--- src/rtl/if_id_queue_pkg.sv ---
// Shared constants for the IF/ID instruction queue slice.
package if_id_queue_pkg;

  localparam int unsigned InstAddrBusW = 32;
  localparam int unsigned InstBusW     = 32;

  localparam logic [31:0] ZeroWord  = 32'h0000_0000;
  localparam logic        RstEnable = 1'b1;
  localparam logic        Stop      = 1'b1;
  localparam logic        NoStop    = 1'b0;
  localparam logic        Valid     = 1'b1;
  localparam logic        InValid   = 1'b0;

endpackage

--- src/rtl/if_id_queue_if.sv ---
// Fetch-side and ID-side signals of the IF/ID instruction queue.
interface if_id_queue_if
  import if_id_queue_pkg::*;
#(
  parameter int unsigned ADDR_W = InstAddrBusW,
  parameter int unsigned INST_W = InstBusW,
  parameter int unsigned DEPTH  = 4,
  parameter int unsigned CNT_W  = $clog2(DEPTH) + 1
);

  logic              flush;
  logic              stall_id;
  logic              in_valid;
  logic [ADDR_W-1:0] in_pc;
  logic [INST_W-1:0] in_inst;
  logic              in_ready;
  logic              id_next_in_delay_slot;
  logic              id_valid;
  logic [ADDR_W-1:0] id_pc;
  logic [INST_W-1:0] id_inst;
  logic              id_in_delay_slot;
  logic [CNT_W-1:0]  count;

  // Queue side
  modport slave (
    input  flush, stall_id, in_valid, in_pc, in_inst, id_next_in_delay_slot,
    output in_ready, id_valid, id_pc, id_inst, id_in_delay_slot, count
  );

  // Fetch/ID side
  modport master (
    output flush, stall_id, in_valid, in_pc, in_inst, id_next_in_delay_slot,
    input  in_ready, id_valid, id_pc, id_inst, id_in_delay_slot, count
  );

endinterface

--- src/rtl/if_id_queue_ram.sv ---
// DEPTH-entry register file: one synchronous write port, one asynchronous read port.
module if_id_queue_ram #(
  parameter int unsigned DEPTH = 4,
  parameter int unsigned WIDTH = 64,
  parameter int unsigned AW    = $clog2(DEPTH)
) (
  input  logic             clk,
  input  logic             we,
  input  logic [AW-1:0]    waddr,
  input  logic [WIDTH-1:0] wdata,
  input  logic [AW-1:0]    raddr,
  output logic [WIDTH-1:0] rdata
);

  logic [WIDTH-1:0] mem [DEPTH];

  // Contents are never reset; they are only read while the queue is non-empty.
  always_ff @(posedge clk) begin
    if (we) begin
      mem[waddr] <= wdata;
    end
  end

  assign rdata = mem[raddr];

endmodule

--- src/rtl/if_id_queue.sv ---
// IF/ID instruction queue: DEPTH-entry FIFO of {pc, inst} with delay-slot tagging.
module if_id_queue
  import if_id_queue_pkg::*;
#(
  parameter int unsigned ADDR_W = InstAddrBusW,
  parameter int unsigned INST_W = InstBusW,
  parameter int unsigned DEPTH  = 4,
  parameter int unsigned CNT_W  = $clog2(DEPTH) + 1
) (
  input  logic          clk,
  input  logic          rst,
  if_id_queue_if.slave  bus
);

  localparam int unsigned PTR_W = $clog2(DEPTH);
  localparam int unsigned ENT_W = ADDR_W + INST_W;

  logic [PTR_W-1:0] wr_ptr;
  logic [PTR_W-1:0] rd_ptr;
  logic [CNT_W-1:0] cnt;
  logic             ds_pending;
  logic             restart_q;
  logic             in_rst;
  logic             full;
  logic             empty;
  logic             restart;
  logic             ready_c;
  logic             valid_c;
  logic             push;
  logic             pop;
  logic [ENT_W-1:0] head;

  assign in_rst  = (rst == RstEnable);
  assign full    = (cnt == CNT_W'(DEPTH));
  assign empty   = (cnt == '0);
  // One-cycle pulse on the first cycle after reset deasserts
  assign restart = restart_q && !in_rst;
  assign ready_c = ((!full && !in_rst) || restart) && !bus.flush;
  assign valid_c = !empty && (bus.stall_id == NoStop) && !in_rst;
  assign push    = bus.in_valid && ready_c && !bus.flush;
  assign pop     = valid_c;

  if_id_queue_ram #(
    .DEPTH (DEPTH),
    .WIDTH (ENT_W)
  ) u_ram (
    .clk   (clk),
    .we    (push),
    .waddr (wr_ptr),
    .wdata ({bus.in_pc, bus.in_inst}),
    .raddr (rd_ptr),
    .rdata (head)
  );

  assign bus.in_ready         = ready_c;
  assign bus.id_valid         = valid_c ? Valid : InValid;
  assign bus.id_pc            = valid_c ? head[ENT_W-1:INST_W] : ADDR_W'(ZeroWord);
  assign bus.id_inst          = valid_c ? head[INST_W-1:0]     : INST_W'(ZeroWord);
  assign bus.id_in_delay_slot = ds_pending && valid_c;
  assign bus.count            = cnt;

  always_ff @(posedge clk) begin
    restart_q <= in_rst;
  end

  // Pointer, occupancy and delay-slot state; flush behaves like reset for the queue
  always_ff @(posedge clk) begin
    if (in_rst || bus.flush) begin
      wr_ptr     <= '0;
      rd_ptr     <= '0;
      cnt        <= '0;
      ds_pending <= 1'b0;
    end else begin
      if (push) begin
        wr_ptr <= wr_ptr + PTR_W'(1);
      end
      if (pop) begin
        rd_ptr <= rd_ptr + PTR_W'(1);
      end
      case ({push, pop})
        2'b10:   cnt <= cnt + CNT_W'(1);
        2'b01:   cnt <= cnt - CNT_W'(1);
        default: cnt <= cnt;
      endcase
      if (bus.id_next_in_delay_slot) begin
        ds_pending <= 1'b1;
      end else if (pop) begin
        ds_pending <= 1'b0;
      end
    end
  end

endmodule
--- src/flat_wrapper.sv ---
// flat-port wrapper written by rule: the top's interface ports become plain ports
module if_id_queue_flat import if_id_queue_pkg::*;
#(
  parameter int unsigned ADDR_W = InstAddrBusW,
  parameter int unsigned INST_W = InstBusW,
  parameter int unsigned DEPTH  = 4,
  parameter int unsigned CNT_W  = $clog2(DEPTH) + 1
)
  (clk, rst, bus_flush, bus_stall_id, bus_in_valid, bus_in_pc, bus_in_inst, bus_id_next_in_delay_slot, bus_in_ready, bus_id_valid, bus_id_pc, bus_id_inst, bus_id_in_delay_slot, bus_count);
  if_id_queue_if #(.ADDR_W(ADDR_W), .INST_W(INST_W), .DEPTH(DEPTH), .CNT_W(CNT_W)) bus_i ();
  input  logic clk;
  input  logic rst;
  input wire logic [$bits(bus_i.flush)-1:0] bus_flush;
  input wire logic [$bits(bus_i.stall_id)-1:0] bus_stall_id;
  input wire logic [$bits(bus_i.in_valid)-1:0] bus_in_valid;
  input wire logic [$bits(bus_i.in_pc)-1:0] bus_in_pc;
  input wire logic [$bits(bus_i.in_inst)-1:0] bus_in_inst;
  input wire logic [$bits(bus_i.id_next_in_delay_slot)-1:0] bus_id_next_in_delay_slot;
  output wire logic [$bits(bus_i.in_ready)-1:0] bus_in_ready;
  output wire logic [$bits(bus_i.id_valid)-1:0] bus_id_valid;
  output wire logic [$bits(bus_i.id_pc)-1:0] bus_id_pc;
  output wire logic [$bits(bus_i.id_inst)-1:0] bus_id_inst;
  output wire logic [$bits(bus_i.id_in_delay_slot)-1:0] bus_id_in_delay_slot;
  output wire logic [$bits(bus_i.count)-1:0] bus_count;
  assign bus_i.flush = bus_flush;
  assign bus_i.stall_id = bus_stall_id;
  assign bus_i.in_valid = bus_in_valid;
  assign bus_i.in_pc = bus_in_pc;
  assign bus_i.in_inst = bus_in_inst;
  assign bus_i.id_next_in_delay_slot = bus_id_next_in_delay_slot;
  assign bus_in_ready = bus_i.in_ready;
  assign bus_id_valid = bus_i.id_valid;
  assign bus_id_pc = bus_i.id_pc;
  assign bus_id_inst = bus_i.id_inst;
  assign bus_id_in_delay_slot = bus_i.id_in_delay_slot;
  assign bus_count = bus_i.count;
  if_id_queue #(.ADDR_W(ADDR_W), .INST_W(INST_W), .DEPTH(DEPTH), .CNT_W(CNT_W)) u_core (.clk(clk), .rst(rst), .bus(bus_i));
endmodule
--- config.mk ---
export PLATFORM = sky130hd
export DESIGN_NAME = if_id_queue_flat
export DESIGN_NICKNAME = d
export VERILOG_FILES = /design/src/rtl/if_id_queue_pkg.sv /design/src/rtl/if_id_queue_if.sv /design/src/rtl/if_id_queue_ram.sv /design/src/rtl/if_id_queue.sv /design/src/flat_wrapper.sv
export SDC_FILE = /design/constraint.sdc
export NUM_CORES = 1
export LEC_CHECK = 0
export ABC_CLOCK_PERIOD_IN_PS = 8990
export BUFFER_PORTS_ARGS = -buffer_cell sky130_fd_sc_hd__buf_4
export CELL_PAD_IN_SITES_DETAIL_PLACEMENT = 1
export CELL_PAD_IN_SITES_GLOBAL_PLACEMENT = 1
export CORE_ASPECT_RATIO = 0.8
export CORE_MARGIN = 8
export CORE_UTILIZATION = 45
export DETAILED_ROUTE_END_ITERATION = 8
export PLACE_DENSITY_LB_ADDON = 0.1
export SLEW_MARGIN = 20
export SYNTH_ARGS = -nofsm -noshare
export SYNTH_HDL_FRONTEND = slang
export SYNTH_HIERARCHICAL = 1
export SYNTH_SLANG_ARGS = --single-unit
--- constraint.sdc ---
create_clock -name clk -period 8.99 [get_ports clk]
set_input_delay 1.3485 -clock clk [delete_from_list [all_inputs] [get_ports clk]]
set_output_delay 1.3485 -clock clk [all_outputs]
set_load 0.03 [all_outputs]
**Yosys cells after proc, flatten, opt, wreduce, memory -nomap -nowiden**

Memory sizes are Yosys's and may differ from the RTL's. A register that Yosys moved wholly into a read port is not among the register bits.
Cells that the tools add are included.

- Register bits: 9
- Bits in latches: 0
- Memory bits (writable): 256
- Bits in read-only memories: 0
- Bits of input ports: 70
- Logic and storage cells: 41
- Memories kept: 1

- Add/sub/neg operators: 4
- Multipliers: 0
- Divide/modulo/power cells: 0
- Order comparisons: 0
- Eq/ne operators: 3
- Shift-type cells: 0
- Mux-type cells: 10
- Bitwise gates (word level): 1
- Reduce and logical (&&, ||, !) cells: 17

Memories:

| memory | depth | width | rd ports | clocked after Yosys merged registers in | write ports | RTL line | RTL |
|---|---|---|---|---|---|---|---|
| u_core.u_ram.mem | 4 | 64 | 1 | 1 | 1 | if_id_queue_ram.sv:15 | `logic [WIDTH-1:0] mem [DEPTH];` |

Operators by type and width:

| operator | count |
|---|---|
| $mux W32 | 2 |
| $logic_and A1 B1 Y1 | 8 |
| $pmux W3 S2 | 1 |
| $mux W1 | 5 |
| $add A2 B1 Y2 const B | 2 |
| $logic_not A1 Y1 | 4 |
| $mux W2 | 2 |
| $reduce_bool A2 Y1 | 2 |
| $add A3 B1 Y3 const B | 1 |
| $eq A3 B3 Y1 const B | 1 |
| $logic_not A3 Y1 | 1 |
| $sub A3 B1 Y3 const B | 1 |
| $eq A2 B1 Y1 const B | 1 |
| $eq A2 B2 Y1 const B | 1 |
| $logic_or A1 B1 Y1 | 2 |
| $not A1 Y1 | 1 |

**Longest topological paths before layout**

- Word-level depth: 9
- Gate-level depth with buffers: 10

**Cells and area by module**

The synthesis kept the hierarchy.

Modules (own cells, without submodules):

| module | instances | cells an instance | area each (um2) | seq. area each (um2) |
|---|---|---|---|---|
| if_id_queue_ram | 1 | 338 | 9341.5 | 7687.4 |
| if_id_queue | 1 | 128 | 920.9 | 180.2 |

**Least setup slack after synthesis**

No wires, ideal clock.

- Path type: input to register
- Start: input rst
- End: memory u_core.u_ram.mem[0][0] (enable)
- Setup time: 0.577 ns
- Data arrival time: 6.420 ns
- Required time: 8.413 ns
- Slack: 1.993 ns
- Stages on the path: 4
- Cells stage by stage: nor3b_1 nand2_1 inv_1 nor3b_1

- Word-level cells in the longest chain between the ends: 8
- Elaborated cells on any way between the ends: 9
- Classes of those cells: 2 x mux; 7 x reduce/logical

RTL lines:

| element | RTL line | RTL |
|---|---|---|
| start, declared | flat_wrapper.sv:12 | `input logic rst;` |
| $logic_not A1 Y1 * | if_id_queue.sv:37, if_id_queue.sv:38 |  |
| $logic_and A1 B1 Y1, on equally long branches | if_id_queue.sv:38, if_id_queue.sv:37 |  |
| $logic_or A1 B1 Y1 * | if_id_queue.sv:38 | `assign ready_c = ((!full && !in_rst) \|\| restart) && !bus.flush;` |
| $logic_and A1 B1 Y1 * | if_id_queue.sv:38 |  |
| $logic_and A1 B1 Y1 * (2 in series) | if_id_queue.sv:40 | `assign push = bus.in_valid && ready_c && !bus.flush;` |
| via u_core.push | if_id_queue.sv:29 | `logic push;` |
| $mux W1 * | if_id_queue_ram.sv:19 | `if (we) begin` |
| $mux W1 (implied by the code) * | if_id_queue_ram.sv:20 | `mem[waddr] <= wdata;` |
| end, declared | if_id_queue_ram.sv:15 |  |

Mark *: on every way through the listed nets, which the timed path passes. The rest lies on a longest branch.

==> results.cfg <==
[clock_tree]
cts_inserted_buffers = 27
cts_resized = 0
path_clk_slew_ns = 0.06
clk_path_buf_depth = 3
root_buffer = clkbuf_16
hold_buffers = 0
cts_max_level = 1
clkSinkCount = 265
cts_setup_buffers = 0
cts_tree = built
clkLatencyLatePin_ns = 0.52

[routing]
drc_errors = 0
wl_per_cell_um = 23.3
num_vias = 5014
viasPerCell = 5.37
drt-pass1-iter-count = 6
drt_wl_total_mm = 21.8
ant_nets = 0
drt_iter0_drc = 209

[setup_path]
crit_type = reg2out
r2r_cells = 8
cpMostUsedCell = buf_4
reg2reg_from = u_core/bus.count[1]
arrival_ns = 3.05
required_ns = 7.64
worstPathMaxFanout = 41
r2r_slack_ns = 6.26
reg2reg_to = u_core/bus.count[2]
cp_slowest_stage_delay_ns = 0.88
slowest_stage = dfxtp_4
end_kind = output pin
crit_chain = buf_4 > mux4_1 > and3_1 > buf_4
cp-start-kind = flop

[synth]
syn_avg_cell_area_um2 = 22.0
synth.distinct_cells = 33
seq_area_frac_synth_pct = 76.7
synth_top_area_cell = edfxtp_1
synth_most_common_cell = edfxtp_1
synth_edf_count = 256
yosys-top-cells-area = edfxtp_1 (75%), mux4_2 (13%), and3_1 (4.1%)
yosysTopAreaCellShare_pct = 74.9
netlist_area_um2 = 10300
synth_nets = 538
synthTopCellsByCount = edfxtp_1 (256), and3_1 (67), mux4_2 (60), clkbuf_1 (10), dfxtp_1 (9)
ys_warn_count = 6
async_reset_ff_share_pct = 0
ys_ff_latch = 265
synthCells = 466
synth-main-ff-cell = edfxtp_1

[floorplanning]
io_pins = 140
initial_core_util_pct = 45.7
die_h_um = 151
die_x_um = 185
dieArea_um2 = 27900
rows = 49
core-area_um2 = 22400

[global_route]
grt_max_degree = 70
grt_use_total_pct = 15.7
grt.overflow.total = 0
grt_pass1_wl_mm = 33.2
grt_pass1_vias = 5717
antenna_found_initial = 1

[run_status]
status = complete, no violations

[finish]
drive_gt1_share_pct = 40.0
finalNetCount = 683
areaGrowthSynthToFinish_pct = 20.2
fin_util_pct = 55.0
fin_area_um2 = 12300
antenna_cells = 0

[sta]
post-route-min-period_ns = 4.39
slew_headroom_pct = 30.4
timing.fmax_ghz = 0.228
setup_viol = 0
fin_setup_tns_ns = 0
period_share_pct = 48.9
tightest_slew_ns = 1.04
slew_viol_final = 0
fin_worst_skew_ns = 0.00937
rsz0062_at_grt = no
hold_viol_final = 0

[power_and_ir_drop]
power.density_cell_area_nw_per_um2 = 201
leakage_uw = 0.00435
ir_worst_vdd_uv = 133

[hold_path]
min_path_cells = 2
min-delay-path-class = reg2reg
holdPathEnd = u_core/ds_pending
holdCritStartpoint = u_core/ds_pending

[placement]
gp_congestion = 0.693
io_buffer_count = 139
dpl.hpwl_mm = 12.6
place_area_um2 = 11500

[flow_run]
maxCapViolations = 0
==> cell usage in the layout (no fill, tap or decap) <==
cell	n
edfxtp_1	256
buf_4	145
and3_1	66
mux4_2	60
clkbuf_16	27
clkinv_1	8
dfxtp_1	7
nand2_1	6
inv_1	5
nor2_1	4
mux4_1	4
clkinv_2	3
clkbuf_1	3
bufinv_16	2
o21ai_1	2
a21oi_1	2
xor2_1	2
mux2i_1	2
nand4b_1	2
dfxtp_4	2
and3b_4	2
inv_6	1
clkinvlp_4	1
clkinv_4	1
or4b_1	1
nor3b_1	1
nor2_4	1
or3_4	1
and2_4	1
and2_1	1
or2_2	1
a31o_1	1
a21oi_2	1
o21ai_0	1
or3_1	1
fa_1	1
ha_1	1
and3_4	1
nor3b_2	1
==> area by class of cell <==
type,instances,area (um2)
clock inverters,16,130
flip-flops and latches,265,7880
inverters,5,18.8
multi-input cells,167,2150
repair buffers,145,1090
clock buffers,30,687
well taps,306,383
fillers,2019,10100
==> per-stage QoR <==
stage	instances	worst slack [ns]	power, uW	hold WS, ns
4_1_cts	934	4.46	2510	0.479
6_report	934	4.60	2480	0.473
3_3_place_gp	888	4.99	1470	0.448
2_1_floorplan	466	1.99	1430	0.424
3_5_place_dp	888	4.97	1470	0.471
5_1_grt	934	4.33	2560	0.504
==> cell families (layout without fill, tap and decap cells) <==
group | after synthesis | count (layout) | share of synthesized area, %
buffers and inverters | 34 | 196 | 2.62
flip-flops | 265 | 265 | 76.7
AND/OR/NAND/NOR | 90 | 90 | 5.43
adder cells (fa/ha/maj) | 2 | 2 | 0.317
AO/OA/AOI/OAI | 7 | 7 | 0.415
multiplexers | 66 | 66 | 14.4
XOR/XNOR | 2 | 2 | 0.171
==> registers in the layout, indices dropped and copies added, names as in the netlist <==
signal,count
u_core/bus.count,3
u_core/ds_pending,1
u_core/rd_ptr,2
u_core/restart_q,1
u_core/u_ram/mem,256
u_core/wr_ptr,2
==> layer usage <==
metal | track usage, % | vias to the layer above | share of wire, %
met3 | 3.74 | 27 | 5.3
li1 | - | 2230 | -
met5 | 0 | - | 0.060
met2 | 27.4 | 109 | 51
met1 | 19.5 | 2646 | 42
met4 | 3.91 | 2 | 1.6
==> power breakdown <==
part	switching, uW	internal (uW)
clock	429	602
sequential	4.09	1370
combinational	41.6	34.2
==> worst max-delay path: cells and delay by family, from the launching register on <==
family / cells / cell delay [ns]
multiplexers: 1 / 0.67
AND/OR/NAND/NOR: 1 / 0.17
buffers and inverters: 2 / 0.77
flip-flops: 1 / 0.88
==> worst max-delay path by stage <==
stage / startpoint / endpoint / slack, ns / cells after the start
5_1_grt: u_core/rd_ptr[0] / bus_id_pc[31] / 4.33 / 4
2_1_floorplan: rst / u_core/u_ram/mem[0][0] / 1.99 / 4
4_1_cts: u_core/rd_ptr[0] / bus_id_pc[31] / 4.46 / 4
6_report: u_core/rd_ptr[0] / bus_id_pc[31] / 4.60 / 4
3_5_place_dp: bus_stall_id / bus_id_pc[26] / 4.97 / 5
3_3_place_gp: bus_stall_id / bus_id_inst[22] / 4.99 / 5
Power figures use the tool's default switching activity.
